**src/rtl/cache_ctrl_pkg.sv**
```systemverilog
// Shared types and helpers for the data-cache miss sequencer.
package cache_ctrl_pkg;

  typedef enum logic [1:0] {
    IDLE      = 2'd0,
    WRITEBACK = 2'd1,
    REFILL    = 2'd2,
    UPDATE    = 2'd3
  } state_t;

  localparam int DEFAULT_WORDS_PER_LINE = 4;

  // Smallest r with 2**r >= v; elaboration-time only.
  function automatic int log2_ceil(input int v);
    int r;
    r = 0;
    for (int i = 0; i < 31; i++) begin
      if ((1 << i) < v) r = i + 1;
    end
    return r;
  endfunction

endpackage

```
**src/rtl/cache_perf_counter.sv**
```systemverilog
// Saturating event counter used for cache miss statistics.
module cache_perf_counter #(
  parameter int CNT_W = 32
) (
  input  logic             clk,
  input  logic             reset,
  input  logic             inc,
  output logic [CNT_W-1:0] count
);

  logic [CNT_W-1:0] count_reg;

  always_ff @(posedge clk or posedge reset) begin
    if (reset) begin
      count_reg <= '0;
    end else if (inc && (count_reg != {CNT_W{1'b1}})) begin
      count_reg <= count_reg + 1'b1;
    end
  end

  assign count = count_reg;

endmodule

```
**src/rtl/cache_miss_ctrl.sv**
```systemverilog
// Miss sequencer for a direct-mapped write-back data cache: stall, writeback, refill, tag update.
// Optional miss counter enabled by defining CACHE_MISS_CTRL_PERF_EN.
module cache_miss_ctrl
  import cache_ctrl_pkg::*;
#(
  parameter int  WORDS_PER_LINE = DEFAULT_WORDS_PER_LINE,
  parameter int  CNT_W          = 32,
  localparam int BEAT_W         = log2_ceil(WORDS_PER_LINE)
) (
  input  logic              clk,
  input  logic              reset,
  input  logic              cpu_read,
  input  logic              cpu_write,
  input  logic              hit,
  input  logic              line_dirty,
  input  logic              mem_ack,
  output logic              stall,
  output logic              mem_read,
  output logic              mem_write,
  output logic [BEAT_W-1:0] beat,
  output logic              data_we,
  output logic              cpu_we,
  output logic              tag_we,
  output logic              set_dirty,
  output logic              dirty_next,
  output logic [CNT_W-1:0]  miss_count
);

  localparam logic [BEAT_W-1:0] LAST_BEAT = BEAT_W'(WORDS_PER_LINE - 1);

  state_t            state_reg, state_next;
  logic [BEAT_W-1:0] beat_reg, beat_next;
  logic              pend_wr_reg, pend_wr_next;
  logic              req;

  assign req = cpu_read | cpu_write;

  always_ff @(posedge clk or posedge reset) begin
    if (reset) begin
      state_reg   <= IDLE;
      beat_reg    <= '0;
      pend_wr_reg <= 1'b0;
    end else begin
      state_reg   <= state_next;
      beat_reg    <= beat_next;
      pend_wr_reg <= pend_wr_next;
    end
  end

  always_comb begin
    state_next   = state_reg;
    beat_next    = beat_reg;
    pend_wr_next = pend_wr_reg;
    stall        = 1'b0;
    mem_read     = 1'b0;
    mem_write    = 1'b0;
    data_we      = 1'b0;
    cpu_we       = 1'b0;
    tag_we       = 1'b0;
    set_dirty    = 1'b0;
    dirty_next   = 1'b0;

    unique case (state_reg)
      IDLE: begin
        if (req) begin
          if (hit) begin
            // A simultaneous read+write is treated as a store.
            cpu_we    = cpu_write;
            set_dirty = cpu_write;
          end else begin
            stall        = 1'b1;
            pend_wr_next = cpu_write;
            beat_next    = '0;
            state_next   = line_dirty ? WRITEBACK : REFILL;
          end
        end
      end
      WRITEBACK: begin
        stall     = 1'b1;
        mem_write = 1'b1;
        if (mem_ack) begin
          beat_next = beat_reg + 1'b1;
          if (beat_reg == LAST_BEAT) state_next = REFILL;
        end
      end
      REFILL: begin
        stall    = 1'b1;
        mem_read = 1'b1;
        data_we  = mem_ack;
        if (mem_ack) begin
          beat_next = beat_reg + 1'b1;
          if (beat_reg == LAST_BEAT) state_next = UPDATE;
        end
      end
      UPDATE: begin
        stall      = 1'b1;
        tag_we     = 1'b1;
        dirty_next = pend_wr_reg;
        state_next = IDLE;
      end
      default: state_next = IDLE;
    endcase

    // Outputs are quiet for as long as reset is held, even mid-cycle.
    if (reset) begin
      stall      = 1'b0;
      mem_read   = 1'b0;
      mem_write  = 1'b0;
      data_we    = 1'b0;
      cpu_we     = 1'b0;
      tag_we     = 1'b0;
      set_dirty  = 1'b0;
      dirty_next = 1'b0;
    end
  end

  assign beat = beat_reg;

`ifdef CACHE_MISS_CTRL_PERF_EN
  logic miss_pulse;

  assign miss_pulse = (state_reg == IDLE) && req && !hit && !reset;

  cache_perf_counter #(
    .CNT_W(CNT_W)
  ) u_perf_counter (
    .clk  (clk),
    .reset(reset),
    .inc  (miss_pulse),
    .count(miss_count)
  );
`else
  assign miss_count = '0;
`endif

endmodule
```
**config.mk**
```make
export PLATFORM = sky130hd
export DESIGN_NAME = cache_miss_ctrl
export DESIGN_NICKNAME = d
export VERILOG_FILES = /design/src/rtl/cache_ctrl_pkg.sv /design/src/rtl/cache_perf_counter.sv /design/src/rtl/cache_miss_ctrl.sv
export SDC_FILE = /design/constraint.sdc
export NUM_CORES = 1
export LEC_CHECK = 0
export ABC_AREA = 1
export CORE_MARGIN = 2
export CORE_UTILIZATION = 35
export DETAILED_ROUTE_END_ITERATION = 16
export PLACE_DENSITY_LB_ADDON = 0.08
export SYNTH_ARGS = -nofsm -noshare
export SYNTH_HDL_FRONTEND = slang
export SYNTH_SLANG_ARGS = --single-unit
```
**constraint.sdc**
```tcl
create_clock -name clk -period 1.9 [get_ports clk]
set_clock_uncertainty 0.15 [all_clocks]
set_input_delay 0.285 -clock clk [delete_from_list [all_inputs] [get_ports clk]]
set_output_delay 0.285 -clock clk [all_outputs]
set_load 0.005 [all_outputs]
```
# After elaboration in Yosys (flattened, before gate mapping)
# Index checks and enable logic that the tools add are counted.
# word_totals
reg_bits	5
in_bits	7
out_inout_bits	42
word_cells	54
# classes
add_sub_neg	1
n_eq_ne	11
muxes	30
bitwise	2
reduce_logical	7
# ops
op	count
$mux W2	10
$mux W1	17
$ne A2 B2 Y1 const B	6
$pmux W2 S4	1
$eq A2 B2 Y1 const B	3
$reduce_and A6 Y1	1
$pmux W2 S2	1
$reduce_and A4 Y1	1
$reduce_and A3 Y1	1
$reduce_or A3 Y1	1
$add A2 B1 Y2 const B	1
$eq A2 B1 Y1 const B	1
$logic_not A2 Y1	1
$ne A2 B1 Y1 const B	1
$pmux W1 S2	1
$reduce_bool A2 Y1	1
$reduce_or A2 Y1	1
$not A1 Y1	1
$or A1 B1 Y1	1

# Longest topological paths before layout
# depth
depth_word	4
depth_mapped	8
ltp_nobuf	8

# Least setup slack after synthesis
# No wires, ideal clock.
# synth_path
path_type	reg2out
from	register state_reg[0]
to	output port set_dirty
arrival_ns	1.173
required_ns	1.465
path_slack_ns	0.292
path_stages_with_launch	6
path_buffers	1
path_cell_list	dfrtp_1 -> inv_1 -> ha_1 -> nand2_1 -> nor3_1 -> buf_4
# synth_via
elab_chain_len	3
# synth_rtl
item	line_no	source
start, declared	cache_miss_ctrl.sv:31	state_t state_reg, state_next;
start signal, assigned	cache_miss_ctrl.sv:44	state_reg <= state_next;
$logic_not A2 Y1	-	
$mux W1 (2 in a row)	-	
end, declared	cache_miss_ctrl.sv:24	output logic set_dirty,
# Every way passes these cells.

# Worst setup path in the final report
# layout_path
from	register state_reg[0]
to	output port cpu_we
# layout_via
elab_chain_len	3
# layout_rtl
item	line_no	source
$logic_not A2 Y1	cache_miss_ctrl.sv:63	unique case (state_reg)
$mux W1	cache_miss_ctrl.sv:63	
$mux W1	cache_miss_ctrl.sv:105	if (reset) begin
end, declared	cache_miss_ctrl.sv:22	output logic cpu_we,
# Every way passes these cells.

==> impl_metrics.tcl <==
set metrics [dict create \
    status "complete, no violations" \
    finalPower_mw 1.079 \
    reg2reg_to "state_reg[0]" \
    vias_per_cell 3.643 \
    synth_top_family_by_area "buffers and inverters" \
    place_ws_ns -0.2007 \
    antenna_found_initial 0 \
    yosys-top-cells-area "buf_4 34%, dfrtp_1 17%, ha_1 12%" \
    row_count 16 \
    synth_compound_area_share_pct 8.478 \
    yosys_register_bits 5 \
    finalSetupTns_ns 0 \
    final_cells 157 \
    cts_sinks 5 \
    io_buffers 16 \
    period_minus_slack_ns 1.811 \
    layout_common_cells "32 x conb_1, 14 x nand2_1, 12 x nor2_1" \
    max_freq_mhz 552.1 \
    coreArea_sq_mm 0.001962 \
    die_h_um 49.46 \
    diodes 0 \
    syn_area_sq_um 723.2 \
    timing.final.ws_setup_ns 0.08863 \
    cpMaxStageDelayCell "dfrtp_1" \
    die_width_um 49.46 \
    drc 0 \
    slew_violations 0 \
    power_density_mw_per_mm2 1194 \
    maxCapViolCount 0 \
    die_area_sq_mm 0.002446 \
    switchingPower_mw 0.4716 \
    stdcell_area_sq_um 903.4 \
    use_met1_pct 12.66 \
    ant_nets 0 \
    syn_inst 102 \
    globalplace.congestion 0.7884 \
    utilization_pct 46.05 \
    period_share_pct 95.34 \
    cts_buffer_depth 2 \
    crit_fanout 3 \
    final_common_cell "conb_1" \
    final_nets 145 \
    wire_per_inst_um 8.248 \
    whs_ns 0.1545 \
    placed_area_sq_um 857.1 \
    grt-ovfl-total 0 \
    reg2regPathDepth 8 \
    r2r_start "state_reg[0]" \
    cp-start-kind "flop" \
    ys_seq_area_share_pct 17.30 \
    grt_pass1_vias 491 \
    synth-simple-area-share_pct 21.11 \
    area_delta_synth_final_pct 24.91 \
    place_hpwl_mm 1.080 \
    clkTransAtPathRegs_ns 0.04 \
    clk_latency_ns 0.24 \
    synth_adder_area_share_pct 12.11 \
    power_frac_comb_pct 71.6 \
    drt-initial-drc-count 11 \
    hold_class "in2async" \
    busiest_layer "met2" \
    dr_total_vias 572 \
    post-place-cells 152 \
    required_ns 1.46 \
    hold_violations 0 \
    rsz0062_at_grt "true" \
    ir_drop_mv 0.6455 \
    h-tree-depth 1 \
    path_class "reg2out" \
    wirelength_mm 1.295 \
    use_met2_pct 18.92 \
    yosysWarnings 0 \
    muxShareOfSynthArea_pct 0 \
    grt_pass1_wl_mm 2.056 \
    endpoint_kind "output port" \
    swShare_pct 43.73 \
    cts_hold_buf 0 \
    leakagePower_nw 0.5224 \
    io_pins 49 \
    grt_max_degree 6 \
    syn_avg_cell_area_sq_um 7.090 \
    path_cells "inv_2 > ha_2 > nand2_2 > nor3_2 > dlygate4sd2_1" \
    finalSetupViolCount 0 \
    cts_tree "done" \
    synth_cell_types 19 \
    root_buffer "clkbuf_4" \
    grtUsageMet3_pct 5.152 \
    start_util_pct 36.86 \
    clkPwrFrac_pct 11.2 \
    synth_top_area_share_pct 34.26 \
    numCtsBuffers 3 \
    drive_above_1_share_pct 19.23 \
    synth_xor_area_share_pct 0 \
    rrSetupSlack_ns 0.31 \
    dr.pass1.iters 2 \
    seqPwrFrac_pct 17.2 \
    track_usage_pct 11.15 \
    yosysTopAreaCell "buf_4" \
    intPower_mw 0.6069 \
    arrival_ns 1.38 \
    slowest_delay_ns 0.38 \
]
-- area by class of cell --
class                           count  area [sq um]
Fill cell                         205          1059
Multi-Input combinational cell     83         444.2
Sequential cell                     5         125.1
Inverter                           11         41.29
Tap cell                           27         33.78
Clock buffer                        4         26.28
Timing Repair Buffer               27         232.7
-- Yosys cell counts --
library cell / number
buf_4: 33
nand2_1: 15
nor2_1: 12
inv_1: 9
ha_1: 7
dfrtp_1: 5
nand3_1: 3
o21bai_1: 3
inv_2: 2
nand2_2: 2
nor3_1: 2
o21ai_1: 2
clkbuf_1: 1
conb_1: 1
nand3b_1: 1
nor2_2: 1
o21a_1: 1
o21ai_0: 1
o21ai_4: 1
-- repair_timing --
action / in CTS / in global routing
endpoints found under the setup margin: 8 / 2
gates resized for setup: 15 / 1
setup buffers: 1 / 0
-- worst max-delay path by stage --
stage                      start         to  slack [ns]  cells past startpoint
floorplan           state_reg[0]  set_dirty        0.29                      5
global placement       cpu_write  set_dirty       -0.13                      4
detailed placement     cpu_write  set_dirty       -0.20                      4
CTS                 state_reg[0]  set_dirty        0.05                      5
global route        state_reg[0]     cpu_we       -0.01                      5
finish              state_reg[0]     cpu_we        0.09                      5
-- power by group through the flow --
stage	Clock (mW)	Combinational (mW)	Sequential (mW)
floorplan	0	0.513	0.187
global placement	0	0.747	0.185
detailed placement	0	0.748	0.185
CTS	0.130	0.780	0.186
global route	0.135	0.875	0.192
finish	0.121	0.772	0.185
-- worst max-delay path: cells and delay by family (launching register included) --
| family | cells | cell delay (ns) |
|---|---|---|
| flops | 1 | 0.38 |
| buf+inv | 2 | 0.36 |
| simple gates | 2 | 0.20 |
| fa+ha+maj | 1 | 0.21 |
-- cell families (layout without fill, tap and decap cells) --
| group | after synthesis | after routing |
|---|---|---|
| DFF | 5 | 5 |
| and+or+nand+nor | 36 | 36 |
| other | 1 | 32 |
| AOI/OAI and AO/OA | 8 | 8 |
| adders and majority gates | 7 | 7 |
| buffers and inverters | 45 | 42 |
-- metal layers --
layer,part of all wire [%],vias to the layer above
met1,44,239
met4,0,0
met3,9.8,0
met5,0,-
met2,46,31
li1,-,302
(Power assumes the default switching activity.)
